--- src/rtl/button_encoder_16x4.sv ---
// button_encoder_16x4
//   Samples the 16 board button lines, debounces a press, and encodes it into
//   the 4-bit position address used by the one-hot position ROM. The move is
//   offered with a valid/ack handshake, after which the encoder waits for a
//   debounced full release before it will capture another press.
//
// Optional feature macro: BUTTON_ENCODER_SYNC_EN
//   Defined     : botoes passes through a 2-flop synchronizer (+2 cycles).
//   Not defined : botoes is sampled directly (must be synchronous to clock).
//
// Parameters
//   DEBOUNCE_CYCLES : identical samples needed to accept a press or a
//                     release (legal range 2..255).
// Ports
//   clock    in   1 : rising-edge clock
//   reset_n  in   1 : synchronous active-low reset
//   enable   in   1 : allows a new press to be accepted
//   botoes   in  16 : raw button lines, bit i high while button i is pressed
//   ack      in   1 : consumer accepts the presented move
//   address  out  4 : index of the lowest set bit of the accepted pattern
//   valid    out  1 : move presented, held until acknowledged
//   multiple out  1 : accepted pattern had more than one bit set
//   busy     out  1 : encoder is not idle
module button_encoder_16x4 #(
  parameter int unsigned DEBOUNCE_CYCLES = 4
) (
  input  logic        clock,
  input  logic        reset_n,
  input  logic        enable,
  input  logic [15:0] botoes,
  input  logic        ack,
  output logic [3:0]  address,
  output logic        valid,
  output logic        multiple,
  output logic        busy
);

  localparam int unsigned BTN_W = 16;
  localparam int unsigned ADR_W = 4;
  localparam int unsigned CNT_W = 8;

  typedef enum logic [1:0] {
    IDLE         = 2'd0,
    DEBOUNCE     = 2'd1,
    REPORT       = 2'd2,
    WAIT_RELEASE = 2'd3
  } state_t;

  state_t             state;
  state_t             state_next;
  logic [BTN_W-1:0]   s;
  logic [BTN_W-1:0]   pat;
  logic [BTN_W-1:0]   pat_next;
  logic [CNT_W-1:0]   cnt;
  logic [CNT_W-1:0]   cnt_next;
  logic [CNT_W:0]     cnt_inc;
  logic               cnt_done;
  logic [ADR_W-1:0]   address_next;
  logic               multiple_next;

  // Input sampling path.
`ifdef BUTTON_ENCODER_SYNC_EN
  logic [BTN_W-1:0] sync_q1;
  logic [BTN_W-1:0] sync_q2;

  always_ff @(posedge clock) begin
    if (!reset_n) begin
      sync_q1 <= '0;
      sync_q2 <= '0;
    end else begin
      sync_q1 <= botoes;
      sync_q2 <= sync_q1;
    end
  end

  assign s = sync_q2;
`else
  assign s = botoes;
`endif

  // Priority encoder: the descending scan leaves the lowest set index.
  function automatic logic [ADR_W-1:0] lowest_index(input logic [BTN_W-1:0] p);
    logic [ADR_W-1:0] idx;
    idx = '0;
    for (int i = BTN_W - 1; i >= 0; i--) begin
      if (p[i]) idx = ADR_W'(i);
    end
    return idx;
  endfunction

  // Clearing the lowest set bit leaves something only if two or more were set.
  function automatic logic more_than_one(input logic [BTN_W-1:0] p);
    return (p & (p - BTN_W'(1))) != '0;
  endfunction

  // One extra bit so cnt+1 never wraps before the compare.
  assign cnt_inc  = {1'b0, cnt} + (CNT_W + 1)'(1);
  assign cnt_done = (cnt_inc == (CNT_W + 1)'(DEBOUNCE_CYCLES));

  // Next-state and datapath decode.
  always_comb begin
    state_next    = state;
    pat_next      = pat;
    cnt_next      = cnt;
    address_next  = address;
    multiple_next = multiple;

    case (state)
      IDLE: begin
        if (enable && (s != '0)) begin
          pat_next   = s;
          cnt_next   = CNT_W'(1);
          state_next = DEBOUNCE;
        end
      end

      DEBOUNCE: begin
        if (!enable) begin
          state_next = IDLE;
        end else if (s == pat) begin
          cnt_next = cnt_inc[CNT_W-1:0];
          if (cnt_done) begin
            state_next    = REPORT;
            address_next  = lowest_index(pat);
            multiple_next = more_than_one(pat);
          end
        end else if (s == '0) begin
          // Bounce back to nothing: drop the candidate.
          state_next = IDLE;
        end else begin
          // Pattern changed while held: restart on the new pattern.
          pat_next = s;
          cnt_next = CNT_W'(1);
        end
      end

      REPORT: begin
        if (ack) begin
          state_next = WAIT_RELEASE;
          cnt_next   = '0;
        end
      end

      WAIT_RELEASE: begin
        if (s == '0) begin
          cnt_next = cnt_inc[CNT_W-1:0];
          if (cnt_done) state_next = IDLE;
        end else begin
          cnt_next = '0;
        end
      end

      default: begin
        state_next = IDLE;
      end
    endcase
  end

  // State, datapath and registered outputs.
  always_ff @(posedge clock) begin
    if (!reset_n) begin
      state    <= IDLE;
      pat      <= '0;
      cnt      <= '0;
      address  <= '0;
      multiple <= 1'b0;
      valid    <= 1'b0;
      busy     <= 1'b0;
    end else begin
      state    <= state_next;
      pat      <= pat_next;
      cnt      <= cnt_next;
      address  <= address_next;
      multiple <= multiple_next;
      valid    <= (state_next == REPORT);
      busy     <= (state_next != IDLE);
    end
  end

endmodule

--- config.mk ---
export PLATFORM = sky130hd
export DESIGN_NAME = button_encoder_16x4
export DESIGN_NICKNAME = d
export VERILOG_FILES = /design/src/rtl/button_encoder_16x4.sv
export SDC_FILE = /design/constraint.sdc
export NUM_CORES = 1
export LEC_CHECK = 0
export BUFFER_PORTS_ARGS = -buffer_cell sky130_fd_sc_hd__buf_2
export CAP_MARGIN = 20
export CORE_MARGIN = 2
export CORE_UTILIZATION = 35
export DETAILED_ROUTE_END_ITERATION = 6
export GPL_TIMING_DRIVEN = 0
export HOLD_SLACK_MARGIN = 0.06
export MAX_ROUTING_LAYER = met4
export SYNTH_ARGS = -nofsm -noshare
export SYNTH_HDL_FRONTEND = slang
export SYNTH_SLANG_ARGS = --single-unit
--- constraint.sdc ---
create_clock -name clock -period 3.1 [get_ports clock]
set_clock_uncertainty 0.2 [all_clocks]
set_input_delay 0.62 -clock clock [delete_from_list [all_inputs] [get_ports clock]]
set_output_delay 0.62 -clock clock [all_outputs]
set_load 0.01 [all_outputs]
==> impl_metrics.prom, run 1 <==
# TYPE chip_impl_metric gauge
chip_impl_info{name="crit_path_start_kind",value="input pin"} 1
chip_impl_metric{name="die_h",unit="um"} 80.2
chip_impl_info{name="critical_path_sink_type",value="flop"} 1
chip_impl_metric{name="synth_async_sr_flop_share",unit=""} 0
chip_impl_info{name="synth.largest_area_cell",value="dfxtp_1"} 1
chip_impl_metric{name="drt-vias-per-instance",unit=""} 5.24
chip_impl_metric{name="synth_seq_area_share",unit=""} 0.325
chip_impl_metric{name="period_needed",unit="ns"} 2.54
chip_impl_metric{name="p_per_area",unit="nW/um^2"} 405
chip_impl_metric{name="worst-endpoint-arrival",unit="ns"} 2.51
chip_impl_metric{name="antenna-diode-count",unit=""} 0
chip_impl_metric{name="syn-cell-area",unit="sq um"} 2030
chip_impl_metric{name="p_int",unit="mW"} 0.672
chip_impl_metric{name="post-synth-top-area-fraction",unit=""} 0.325
chip_impl_metric{name="ir_worst_vdd",unit="V"} 0.000199
chip_impl_info{name="result_of_the_run",value="completed"} 1
chip_impl_metric{name="global_route.overflow_total",unit=""} 0
chip_impl_metric{name="yosysWarnings",unit=""} 0
chip_impl_metric{name="total_half_perimeter_wirelength_after_legalization_and_detailed_placement",unit="mm"} 3.54
chip_impl_metric{name="core-area",unit="sq um"} 5540
chip_impl_metric{name="least_margin_pin_slew",unit="ns"} 0.515
chip_impl_metric{name="placed_cells",unit=""} 331
chip_impl_metric{name="finish.cell_count_without_fillers",unit=""} 339
chip_impl_metric{name="numCtsBuffers",unit=""} 5
chip_impl_metric{name="clk_pin_slew_worst_paths",unit="ns"} 0.07
chip_impl_metric{name="htree_num_levels",unit=""} 2
chip_impl_metric{name="drive_above_1_share",unit=""} 0.221
chip_impl_info{name="synth_top_flop_cell",value="dfxtp_1"} 1
chip_impl_metric{name="drv_slew",unit=""} 0
chip_impl_metric{name="ctsLongestPathBuffers",unit=""} 2
chip_impl_metric{name="synthesis.instances",unit=""} 234
chip_impl_info{name="yosys-top-cells-count",value="dfxtp_1, nor2_1, mux2i_1, nand2_1, xnor2_1"} 1
chip_impl_metric{name="synth_xor_xnor_area_share",unit=""} 0.0801
chip_impl_metric{name="pin_count",unit=""} 27
chip_impl_metric{name="routedWlPerCell",unit="um"} 13.9
chip_impl_info{name="cts.root.buffer_cell",value="clkbuf_8"} 1
chip_impl_metric{name="max_freq",unit="MHz"} 394
chip_impl_metric{name="totalWireLength",unit="mm"} 4.71
chip_impl_metric{name="drt-pass1-iter-count",unit=""} 6
chip_impl_metric{name="gp_congestion",unit=""} 0.828
chip_impl_metric{name="route.detailed.drc",unit=""} 0
chip_impl_info{name="synthMostInstantiatedCell",value="dfxtp_1"} 1
chip_impl_info{name="cts_tree",value="done"} 1
chip_impl_metric{name="max-cap-violations",unit=""} 0
chip_impl_metric{name="starting_density",unit=""} 0.367
chip_impl_metric{name="antenna_violations_before_repair",unit=""} 0
chip_impl_metric{name="grt_first_pass_wirelength",unit="mm"} 7.87
chip_impl_metric{name="area_growth_syn_to_layout",unit="%"} 14.8
chip_impl_metric{name="design.die.area",unit="sq um"} 6430
chip_impl_metric{name="worstSkewPairLatency",unit="ns"} 0.28
chip_impl_metric{name="synth-edff-count",unit=""} 0
chip_impl_metric{name="cts.sinks",unit=""} 33
chip_impl_metric{name="post_synth_mux_area_share",unit=""} 0.0900
chip_impl_info{name="leading_post_synthesis_cells_by_cell_area",value="dfxtp_1, mux2i_1, xnor2_1, nor2_1, nand2_1"} 1
chip_impl_metric{name="hold_buffers",unit=""} 0
chip_impl_metric{name="share_comb_of_total_power",unit=""} 0.186
chip_impl_metric{name="ys_types",unit=""} 56
chip_impl_metric{name="grt_max_degree",unit=""} 12
chip_impl_metric{name="finalHoldViolCount",unit=""} 0
chip_impl_metric{name="filler_cell_count",unit=""} 611
chip_impl_metric{name="totalNegativeSetupSlack",unit="ns"} 0
chip_impl_metric{name="yosys.area_share.adder",unit=""} 0.0160
chip_impl_metric{name="vias",unit=""} 1776
chip_impl_metric{name="synth_area_in_compound_gates",unit=""} 0.171
chip_impl_metric{name="row_count",unit=""} 27
chip_impl_metric{name="finish.net_count",unit=""} 287
chip_impl_metric{name="postRouteAntennaNets",unit=""} 0
chip_impl_metric{name="die_w",unit="um"} 80.2
chip_impl_metric{name="post_cts_buffers",unit=""} 0
chip_impl_metric{name="max-slew-margin-rel",unit=""} 0.654
chip_impl_info{name="combinational_family_with_the_most_area_after_synthesis",value="simple AND/OR/NAND/NOR gates"} 1
chip_impl_info{name="unrepaired_setup_endpoints_after_global_routing",value="false"} 1
chip_impl_metric{name="synthSimpleGateAreaFrac",unit=""} 0.252
chip_impl_metric{name="port_buffers",unit=""} 25
chip_impl_metric{name="cts.repair.resized",unit=""} 0
chip_impl_metric{name="critical_path_peak_fanout",unit=""} 10
chip_impl_metric{name="leakagePower",unit="nW"} 0.934
chip_impl_metric{name="ys_ff_latch",unit=""} 33
chip_impl_metric{name="synthesis.nets",unit=""} 255
chip_impl_metric{name="avgSynthCellArea",unit="sq um"} 8.68
chip_impl_metric{name="fin_crit_sh",unit=""} 0.818
chip_impl_metric{name="clock_power_share",unit=""} 0.339
chip_impl_metric{name="switching_power",unit="mW"} 0.272
chip_impl_info{name="worstSetupPathType",value="in2reg"} 1
chip_impl_metric{name="grt_pass1_vias",unit=""} 1584
chip_impl_metric{name="grtUsageTotal",unit=""} 0.163
chip_impl_info{name="min-delay-path-class",value="reg2reg"} 1
chip_impl_metric{name="required",unit="ns"} 3.07
chip_impl_metric{name="switching_share",unit=""} 0.288
chip_impl_metric{name="drt_first_iter_violations",unit=""} 83
chip_impl_metric{name="sequentialPowerShare",unit=""} 0.476
chip_impl_metric{name="endpoints_failing_setup",unit=""} 0
## path summary, 6_finish.rpt
kind / slack [ns] / depth (start not counted) / end / from
setup reg to reg: 0.61 / 8 / cnt[5]$_SDFFE_PN0P_ / pat[4]$_SDFFE_PN0P_
hold reg to reg: 0.26 / 2 / address[0]$_SDFFE_PN0P_ / address[0]$_SDFFE_PN0P_
hold / removal: 0.26 / 2 / address[0]$_SDFFE_PN0P_ / address[0]$_SDFFE_PN0P_
setup / recovery: 0.56 / 8 / cnt[7]$_SDFFE_PN0P_ / botoes[9]
## area by class of cell
| class | instances | area, sq um | area share |
|---|---|---|---|
| Multi-Input combinational cell | 177 | 1240 | 0.530 |
| Sequential cell | 33 | 661 | 0.283 |
| Timing Repair Buffer | 25 | 125 | 0.0536 |
| Buffer | 21 | 123 | 0.0526 |
| Tap cell | 72 | 90.1 | 0.0386 |
| Clock buffer | 5 | 68.8 | 0.0295 |
| Clock inverter | 3 | 17.5 | 0.00751 |
| Inverter | 3 | 11.3 | 0.00483 |
## metrics by stage
| stage | total power, mW | utilization | hold slack, ns | worst slack [ns] | instance area (sq um) |
|---|---|---|---|---|---|
| global placement | 0.632 | 0.405 | 0.248 | 0.266 | 2250 |
| detailed placement | 0.633 | 0.405 | 0.251 | 0.262 | 2250 |
| global route | 1.00 | 0.421 | 0.285 | 0.411 | 2330 |
| CTS | 0.957 | 0.421 | 0.261 | 0.574 | 2330 |
| finish | 0.944 | 0.421 | 0.258 | 0.565 | 2330 |
| floorplan | 0.583 | - | 0.262 | 0.794 | 2030 |
## layout by cell type, fill, tap and decap left out, types with 7 or more instances in the layout
| cell | count |
|---|---|
| dfxtp_1 | 33 |
| a21oi_1 | 11 |
| nor2_1 | 26 |
| o21ai_0 | 11 |
| mux2i_1 | 16 |
| xnor2_1 | 13 |
| clkbuf_1 | 8 |
| nand2_1 | 16 |
| buf_2 | 33 |
| nor4_1 | 7 |
## power by group through the flow
stage,Clock [mW],Combinational [mW],Sequential [mW]
2_1_floorplan,0,0.127,0.456
3_3_place_gp,0,0.173,0.458
3_5_place_dp,0,0.174,0.459
4_1_cts,0.332,0.175,0.449
5_1_grt,0.356,0.196,0.450
6_report,0.320,0.175,0.449
## flip-flops by register name (all words and copies together) (netlist names)
name      flops
valid         1
cnt           8
state         2
pat          16
address       4
multiple      1
busy          1
## critical path: stages
cell,delay [ns]
buf_2,0.12
nor4_1,0.49
nand4_1,0.30
a21bo_2,0.27
a31oi_1,0.17
buf_2,0.25
nand2b_4,0.20
o32ai_1,0.09
## cell families (layout without fill, tap and decap cells)
kind of cell	count (synthesis)	in the layout
compound gates	49	49
xor+xnor	16	16
fa+ha+maj	3	3
buf+inv	24	57
flops	33	33
mux	18	18
simple gates	91	91
## routing by layer
metal | share of wire | GRT usage | up-vias
li1 | - | - | 913
met1 | 0.50 | 0.232 | 821
met2 | 0.44 | 0.233 | 35
met3 | 0.042 | 0.0270 | 7
met4 | 0.014 | 0.0559 | 0
met5 | 0 | - | -
Note: power is estimated with default switching activity, not from simulation.
==> run 2: changes to the inputs <==
==> constraint.sdc (replaced) <==
create_clock -name clock -period 2.65 [get_ports clock]
set_clock_uncertainty 0.2 [all_clocks]
set_input_delay 0.53 -clock clock [delete_from_list [all_inputs] [get_ports clock]]
set_output_delay 0.53 -clock clock [all_outputs]
set_load 0.01 [all_outputs]
==> run 2 against run 1 <==
Register-to-register slack lost 0.44 ns. Wire length hardly changed. Critical path depth unchanged.
==> impl_metrics.prom, run 2 (synthesized netlist as in run 1, its figures left out) <==
# TYPE chip_impl_metric gauge
chip_impl_info{name="result_of_the_run",value="completed"} 1
chip_impl_metric{name="drt-vias-per-instance",unit=""} 5.24
chip_impl_metric{name="ir_worst_vdd",unit="V"} 0.000233
chip_impl_metric{name="drv_slew",unit=""} 0
chip_impl_info{name="largestRegisters",value="pat x16, cnt x8, address x4"} 1
chip_impl_metric{name="ctsLongestPathBuffers",unit=""} 2
chip_impl_metric{name="vias",unit=""} 1777
chip_impl_metric{name="holdPathStages",unit=""} 2
chip_impl_metric{name="antenna-diode-count",unit=""} 0
chip_impl_metric{name="gp_congestion",unit=""} 0.828
chip_impl_metric{name="totalWireLength",unit="mm"} 4.71
chip_impl_metric{name="pin_count",unit=""} 27
chip_impl_metric{name="cts.repair.resized",unit=""} 0
chip_impl_metric{name="post_cts_buffers",unit=""} 0
chip_impl_metric{name="finish.net_count",unit=""} 287
chip_impl_metric{name="postRouteAntennaNets",unit=""} 0
chip_impl_metric{name="required",unit="ns"} 2.63
chip_impl_metric{name="max_freq",unit="MHz"} 403
chip_impl_info{name="min-delay-path-class",value="reg2reg"} 1
chip_impl_metric{name="grtUsageTotal",unit=""} 0.163
chip_impl_metric{name="max-slew-margin-rel",unit=""} 0.652
chip_impl_metric{name="htree_num_levels",unit=""} 2
chip_impl_metric{name="row_count",unit=""} 27
chip_impl_metric{name="route.detailed.drc",unit=""} 0
chip_impl_info{name="commonest_cells_after_routing_fill_and_taps_aside",value="buf_2, dfxtp_1, nor2_1"} 1
chip_impl_metric{name="utilization",unit=""} 0.421
chip_impl_metric{name="finalHoldViolCount",unit=""} 0
chip_impl_metric{name="worst_r2r_path_depth",unit=""} 8
chip_impl_metric{name="starting_density",unit=""} 0.367
chip_impl_metric{name="drive_above_1_share",unit=""} 0.221
chip_impl_metric{name="port_buffers",unit=""} 25
chip_impl_metric{name="design.die.area",unit="sq um"} 6430
chip_impl_info{name="critical_path.reg2reg.endpoint",value="cnt[5]$_SDFFE_PN0P_"} 1
chip_impl_info{name="largest_register",value="pat"} 1
chip_impl_info{name="worstSetupPathType",value="reg2reg"} 1
chip_impl_metric{name="grt_max_degree",unit=""} 12
chip_impl_metric{name="global_route.overflow_total",unit=""} 0
chip_impl_metric{name="grt_pass1_vias",unit=""} 1584
chip_impl_metric{name="totalNegativeSetupSlack",unit="ns"} 0
chip_impl_metric{name="routedWlPerCell",unit="um"} 13.9
chip_impl_metric{name="drt_first_iter_violations",unit=""} 83
chip_impl_metric{name="worstSkewPairLatency",unit="ns"} 0.28
chip_impl_metric{name="drt-pass1-iter-count",unit=""} 6
chip_impl_metric{name="die_h",unit="um"} 80.2
chip_impl_metric{name="area_growth_syn_to_layout",unit="%"} 14.8
chip_impl_metric{name="least_margin_pin_slew",unit="ns"} 0.517
chip_impl_metric{name="total_half_perimeter_wirelength_after_legalization_and_detailed_placement",unit="mm"} 3.54
chip_impl_metric{name="p_per_area",unit="nW/um^2"} 474
chip_impl_metric{name="max-cap-violations",unit=""} 0
chip_impl_metric{name="leakagePower",unit="nW"} 0.934
chip_impl_info{name="timing.hold.worst.start",value="address[0]$_SDFFE_PN0P_"} 1
chip_impl_metric{name="largest_reg_flops",unit=""} 16
chip_impl_metric{name="antenna_violations_before_repair",unit=""} 0
chip_impl_metric{name="postPlaceCellArea",unit="sq um"} 2250
chip_impl_info{name="critical_path_sink_type",value="flop"} 1
chip_impl_metric{name="grt_first_pass_wirelength",unit="mm"} 7.87
chip_impl_info{name="rr_startpoint",value="pat[4]$_SDFFE_PN0P_"} 1
chip_impl_metric{name="die_w",unit="um"} 80.2
chip_impl_metric{name="r2r_setup_slack",unit="ns"} 0.17
chip_impl_metric{name="layout.cell_area.non_filler",unit="sq um"} 2330
chip_impl_info{name="unrepaired_setup_endpoints_after_global_routing",value="false"} 1
chip_impl_metric{name="core-area",unit="sq um"} 5540
chip_impl_metric{name="cts.sinks",unit=""} 33
chip_impl_metric{name="endpoints_failing_setup",unit=""} 0
chip_impl_metric{name="critical_path_peak_fanout",unit=""} 10
chip_impl_metric{name="final_worst_slack",unit="ns"} 0.169
chip_impl_metric{name="numCtsBuffers",unit=""} 5
chip_impl_metric{name="clk_pin_slew_worst_paths",unit="ns"} 0.07
chip_impl_metric{name="hold_buffers",unit=""} 0
chip_impl_metric{name="period_needed",unit="ns"} 2.48
chip_impl_metric{name="worst-endpoint-arrival",unit="ns"} 2.46
chip_impl_info{name="cts_tree",value="done"} 1
chip_impl_info{name="crit_path_start_kind",value="flop"} 1
chip_impl_metric{name="fin_crit_sh",unit=""} 0.936
chip_impl_metric{name="dpl_worst_slack",unit="ns"} -0.0984
chip_impl_info{name="timing.hold.worst_endpoint",value="address[0]$_SDFFE_PN0P_"} 1
chip_impl_info{name="cts.root.buffer_cell",value="clkbuf_8"} 1
-- run 2: worst max-delay path by stage --
stage                        startpoint                  end  slack [ns]  cells after the start
finish              pat[4]$_SDFFE_PN0P_  cnt[5]$_SDFFE_PN0P_        0.17                      8
global route        pat[4]$_SDFFE_PN0P_  cnt[6]$_SDFFE_PN0P_       0.005                      8
CTS                 pat[4]$_SDFFE_PN0P_  cnt[5]$_SDFFE_PN0P_        0.16                      8
detailed placement            botoes[7]  cnt[3]$_SDFFE_PN0P_        -0.1                      8
global placement              botoes[7]  cnt[7]$_SDFFE_PN0P_       -0.09                      8
floorplan                     botoes[9]  cnt[5]$_SDFFE_PN0P_        0.43                      7
-- run 2: area by class of cell --
class	count	area [sq um]
Inverter	3	11.3
Sequential cell	33	661
Fill cell	611	3210
Multi-Input combinational cell	177	1240
Tap cell	72	90.1
Timing Repair Buffer	25	125
Clock inverter	3	17.5
Clock buffer	5	68.8
Buffer	21	123
-- run 2: layer usage --
metal  vias up  track usage  wire, um
met4         0       0.0559        67
met1       825        0.232      2370
met3         7       0.0270       163
li1        912            -         -
met2        33        0.233      2110
met5         -            -         0
-- run 2: worst max-delay path: stages (launching register included) --
cell and delay (ns):
dfxtp_1 0.31, buf_6 0.13, xnor2_1 0.22, nand4_1 0.21, nor4_4 0.48, a31oi_1 0.16, buf_2 0.21, nand2b_4 0.19
o41ai_2 0.27
-- run 2: where the power goes --
part	internal, mW	leakage [nW]	total, mW	switching [mW]
clock	0.181	0.0439	0.374	0.193
combinational	0.0921	0.621	0.205	0.113
sequential	0.513	0.270	0.525	0.0123
total	0.786	0.934	1.10	0.318
-- run 2: through the flow --
| step | instances | total power [mW] | hold slack (ns) |
|---|---|---|---|
| global route | 339 | 1.17 | 0.285 |
| finish | 339 | 1.10 | 0.258 |
| detailed placement | 331 | 0.740 | 0.251 |
| floorplan | 234 | 0.682 | 0.262 |
| CTS | 339 | 1.12 | 0.261 |
| global placement | 331 | 0.739 | 0.248 |
==> run 3: changes to the inputs <==
--- a/config.mk
+++ b/config.mk
@@ -5,13 +5,14 @@
 export SDC_FILE = /design/constraint.sdc
 export NUM_CORES = 1
 export LEC_CHECK = 0
+export ABC_AREA = 1
 export BUFFER_PORTS_ARGS = -buffer_cell sky130_fd_sc_hd__buf_2
 export CAP_MARGIN = 20
 export CORE_MARGIN = 2
 export CORE_UTILIZATION = 35
+export CTS_CLUSTER_SIZE = 14
 export DETAILED_ROUTE_END_ITERATION = 6
 export GPL_TIMING_DRIVEN = 0
-export HOLD_SLACK_MARGIN = 0.06
 export MAX_ROUTING_LAYER = met4
 export SYNTH_ARGS = -nofsm -noshare
 export SYNTH_HDL_FRONTEND = slang
==> run 3 against run 2 <==
Critical path depth increased by 2. Non-clock buffer count decreased by 14. First-iteration DRC count increased by 2.4%. Sequential share of layout area decreased by 0.70 points. Maximum frequency increased by 12%. Sequential power increased by 5.5%. Via count increased by 12%. Utilization increased by 0.80 points. Die area increased by 0.52%.
==> impl_metrics.prom, run 3 <==
# TYPE chip_impl_metric gauge
chip_impl_info{name="result_of_the_run",value="completed"} 1
chip_impl_info{name="critical_path_sink_type",value="flop"} 1
chip_impl_metric{name="design.die.area",unit="sq um"} 6460
chip_impl_metric{name="max_freq",unit="MHz"} 451
chip_impl_metric{name="layout.cell_area.non_filler",unit="sq um"} 2390
chip_impl_metric{name="clk_pin_slew_worst_paths",unit="ns"} 0.07
chip_impl_metric{name="totalNegativeSetupSlack",unit="ns"} 0
chip_impl_info{name="synth.largest_area_cell",value="dfxtp_1"} 1
chip_impl_info{name="critical-path-top-cell-by-count",value="nand2_1"} 1
chip_impl_info{name="yosys-top-cells-count",value="nand2_1, dfxtp_1, nor2_1"} 1
chip_impl_metric{name="avgSynthCellArea",unit="sq um"} 6.74
chip_impl_info{name="largest_register",value="pat"} 1
chip_impl_metric{name="post_cts_buffers",unit=""} 0
chip_impl_info{name="critical-path-top-delay-family",value="simple AND/OR/NAND/NOR gates"} 1
chip_impl_metric{name="area_growth_syn_to_layout",unit="%"} 17.1
chip_impl_metric{name="global_route.overflow_total",unit=""} 0
chip_impl_metric{name="hold_buffers",unit=""} 0
chip_impl_metric{name="post_synth_mux_area_share",unit=""} 0
chip_impl_metric{name="drive_above_1_share",unit=""} 0.182
chip_impl_info{name="cts_tree",value="done"} 1
chip_impl_info{name="cts.root.buffer_cell",value="clkbuf_8"} 1
chip_impl_info{name="synthMostInstantiatedCell",value="nand2_1"} 1
chip_impl_metric{name="antenna_violations_before_repair",unit=""} 0
chip_impl_info{name="synth_top_flop_cell",value="dfxtp_1"} 1
chip_impl_metric{name="post-synth-top-area-fraction",unit=""} 0.324
chip_impl_metric{name="crit_buf_inv",unit=""} 1
chip_impl_metric{name="final-seq-area",unit="sq um"} 661
chip_impl_metric{name="grt_first_pass_wirelength",unit="mm"} 8.47
chip_impl_metric{name="core-area",unit="sq um"} 5570
chip_impl_metric{name="required",unit="ns"} 2.62
chip_impl_metric{name="antenna-diode-count",unit=""} 0
chip_impl_metric{name="synth_xor_xnor_area_share",unit=""} 0.0686
chip_impl_metric{name="yosysWarnings",unit=""} 0
chip_impl_metric{name="drv_slew",unit=""} 0
chip_impl_info{name="worstSetupPathType",value="reg2reg"} 1
chip_impl_metric{name="synthSimpleGateAreaFrac",unit=""} 0.336
chip_impl_metric{name="filler_cell_count",unit=""} 627
chip_impl_metric{name="dpl_worst_slack",unit="ns"} 0.323
chip_impl_metric{name="grt_max_degree",unit=""} 12
chip_impl_metric{name="htree_num_levels",unit=""} 2
chip_impl_metric{name="max-cap-violations",unit=""} 0
chip_impl_metric{name="cpPeakStageDelay",unit="ns"} 0.43
chip_impl_metric{name="period_needed",unit="ns"} 2.22
chip_impl_metric{name="gp_congestion",unit=""} 0.871
chip_impl_metric{name="postPlaceCellArea",unit="sq um"} 2260
chip_impl_metric{name="worstSkewPairLatency",unit="ns"} 0.29
chip_impl_metric{name="drt-vias-per-instance",unit=""} 4.89
chip_impl_metric{name="finalHoldViolCount",unit=""} 0
chip_impl_info{name="leading_post_synthesis_cells_by_cell_area",value="dfxtp_1, nand2_1, a21oi_1, nor2_1, inv_1"} 1
chip_impl_info{name="commonest_cells_after_routing_fill_and_taps_aside",value="nand2_1, nor2_1, dfxtp_1"} 1
chip_impl_info{name="layout_commonest_cell",value="nand2_1"} 1
chip_impl_metric{name="ir_worst_vdd",unit="V"} 0.000200
chip_impl_metric{name="routedWlPerCell",unit="um"} 12.2
chip_impl_metric{name="worst-endpoint-arrival",unit="ns"} 2.19
chip_impl_metric{name="synth_async_sr_flop_share",unit=""} 0
chip_impl_metric{name="starting_density",unit=""} 0.366
chip_impl_metric{name="ys_ff_latch",unit=""} 33
chip_impl_metric{name="ctsLongestPathBuffers",unit=""} 2
chip_impl_metric{name="fin_crit_sh",unit=""} 0.836
chip_impl_metric{name="critical_path_peak_fanout",unit=""} 8
chip_impl_metric{name="cts.sinks",unit=""} 33
chip_impl_metric{name="cts.repair.resized",unit=""} 0
chip_impl_metric{name="synth-edff-count",unit=""} 0
chip_impl_metric{name="port_buffers",unit=""} 25
chip_impl_metric{name="yosys.area_share.adder",unit=""} 0.00613
chip_impl_info{name="critPathSlowestCell",value="dfxtp_1"} 1
chip_impl_metric{name="grt_pass1_vias",unit=""} 1840
chip_impl_metric{name="total_half_perimeter_wirelength_after_legalization_and_detailed_placement",unit="mm"} 3.81
chip_impl_metric{name="syn-cell-area",unit="sq um"} 2040
chip_impl_metric{name="vias",unit=""} 1996
chip_impl_metric{name="endpoints_failing_setup",unit=""} 0
chip_impl_info{name="critical_path_cell_list",value="ha_1 -> nand2_1 -> inv_1 -> nand4_1 -> xor2_1 -> nand2_1 -> nor3_4 -> nand3_4 -> o21ai_0 -> a21oi_1"} 1
chip_impl_metric{name="finish.net_count",unit=""} 356
chip_impl_metric{name="ys_types",unit=""} 41
chip_impl_metric{name="drt_first_iter_violations",unit=""} 85
chip_impl_info{name="crit_path_start_kind",value="flop"} 1
chip_impl_info{name="combinational_family_with_the_most_area_after_synthesis",value="simple AND/OR/NAND/NOR gates"} 1
chip_impl_metric{name="largest_reg_flops",unit=""} 16
chip_impl_info{name="unrepaired_setup_endpoints_after_global_routing",value="false"} 1
chip_impl_metric{name="final_worst_slack",unit="ns"} 0.435
chip_impl_metric{name="drt-pass1-iter-count",unit=""} 4
chip_impl_metric{name="totalWireLength",unit="mm"} 5.00
chip_impl_metric{name="leakagePower",unit="nW"} 1.04
chip_impl_metric{name="die_h",unit="um"} 80.4
chip_impl_info{name="min-delay-path-class",value="reg2reg"} 1
chip_impl_metric{name="synth_area_in_compound_gates",unit=""} 0.176
chip_impl_metric{name="synthesis.instances",unit=""} 303
chip_impl_metric{name="grtUsageTotal",unit=""} 0.175
chip_impl_metric{name="max-slew-margin-rel",unit=""} 0.690
chip_impl_metric{name="route.detailed.drc",unit=""} 0
chip_impl_metric{name="postRouteAntennaNets",unit=""} 0
chip_impl_metric{name="die_w",unit="um"} 80.4
chip_impl_metric{name="synthesis.nets",unit=""} 324
chip_impl_info{name="largestRegisters",value="pat x16, cnt x8, address x4"} 1
chip_impl_metric{name="p_per_area",unit="nW/um^2"} 567
chip_impl_metric{name="row_count",unit=""} 27
chip_impl_metric{name="multiInputGateArea",unit="sq um"} 1200
chip_impl_metric{name="numCtsBuffers",unit=""} 5
chip_impl_metric{name="placed_cells",unit=""} 400
chip_impl_metric{name="least_margin_pin_slew",unit="ns"} 0.464
chip_impl_metric{name="finish.cell_count_without_fillers",unit=""} 408
chip_impl_metric{name="pin_count",unit=""} 27
chip_impl_metric{name="synth_seq_area_share",unit=""} 0.324
## run 3: changes by cell type in the layout (fill, tap and decap cells not counted), sizes merged, moves of 12 or more
cell | before | now
a21oi | 12 | 31
inv | 3 | 36
mux2i | 16 | 0
nand2 | 16 | 65
nor2 | 26 | 38
o21ai | 11 | 28
## run 3: area by class of cell
class,count,share of cell area
Buffer,7,0.0178
Clock buffer,5,0.0288
Clock inverter,3,0.0272
Inverter,37,0.0586
Multi-Input combinational cell,226,0.501
Sequential cell,33,0.276
Tap cell,72,0.0377
Timing Repair Buffer,25,0.0523
## run 3: final timing paths
kind                                 from                 endpoint  slack [ns]  depth (start not counted)
setup reg to reg      cnt[0]$_SDFFE_PN0P_  address[2]$_SDFFE_PN0P_        0.43                         10
hold / removal    address[1]$_SDFFE_PN0P_  address[1]$_SDFFE_PN0P_        0.25                          2
setup / recovery      cnt[0]$_SDFFE_PN0P_  address[2]$_SDFFE_PN0P_        0.43                         10
hold reg to reg   address[1]$_SDFFE_PN0P_  address[1]$_SDFFE_PN0P_        0.25                          2
## run 3: worst reg2reg max path: stages (launching register included)
cell     delay [ns]
dfxtp_1        0.43
ha_1           0.21
nand2_1        0.06
inv_1          0.09
nand4_1        0.11
xor2_1         0.19
nand2_1        0.11
nor3_4         0.21
nand3_4        0.16
o21ai_0        0.26
a21oi_1        0.07
## run 3: through the flow
stage | hold slack, ns | utilization | power, mW
finish | 0.245 | 0.429 | 1.36
global route | 0.271 | 0.429 | 1.42
CTS | 0.247 | 0.429 | 1.36
detailed placement | 0.235 | 0.405 | 0.787
global placement | 0.231 | 0.405 | 0.785
floorplan | 0.267 | - | 0.720
## run 3: layer usage
| layer | share of wire | track usage | routed length [um] |
|---|---|---|---|
| met5 | 0 | - | 0 |
| met4 | 0.012 | 0.0492 | 61 |
| met3 | 0.050 | 0.0472 | 250 |
| met2 | 0.43 | 0.266 | 2140 |
| met1 | 0.51 | 0.229 | 2550 |
## run 3: cell families after synthesis
logic type | after synthesis
AND/OR/NAND/NOR | 141
AO/OA/AOI/OAI | 68
buffers and inverters | 44
flip-flops | 33
XOR/XNOR | 16
adder cells (fa/ha/maj) | 1
## run 3: power by group
group,internal (mW),total [mW],switching (mW),leakage [nW]
registers,0.523,0.554,0.0316,0.272
clock network,0.374,0.577,0.203,0.0681
logic,0.0878,0.224,0.137,0.705
total,0.984,1.36,0.371,1.04
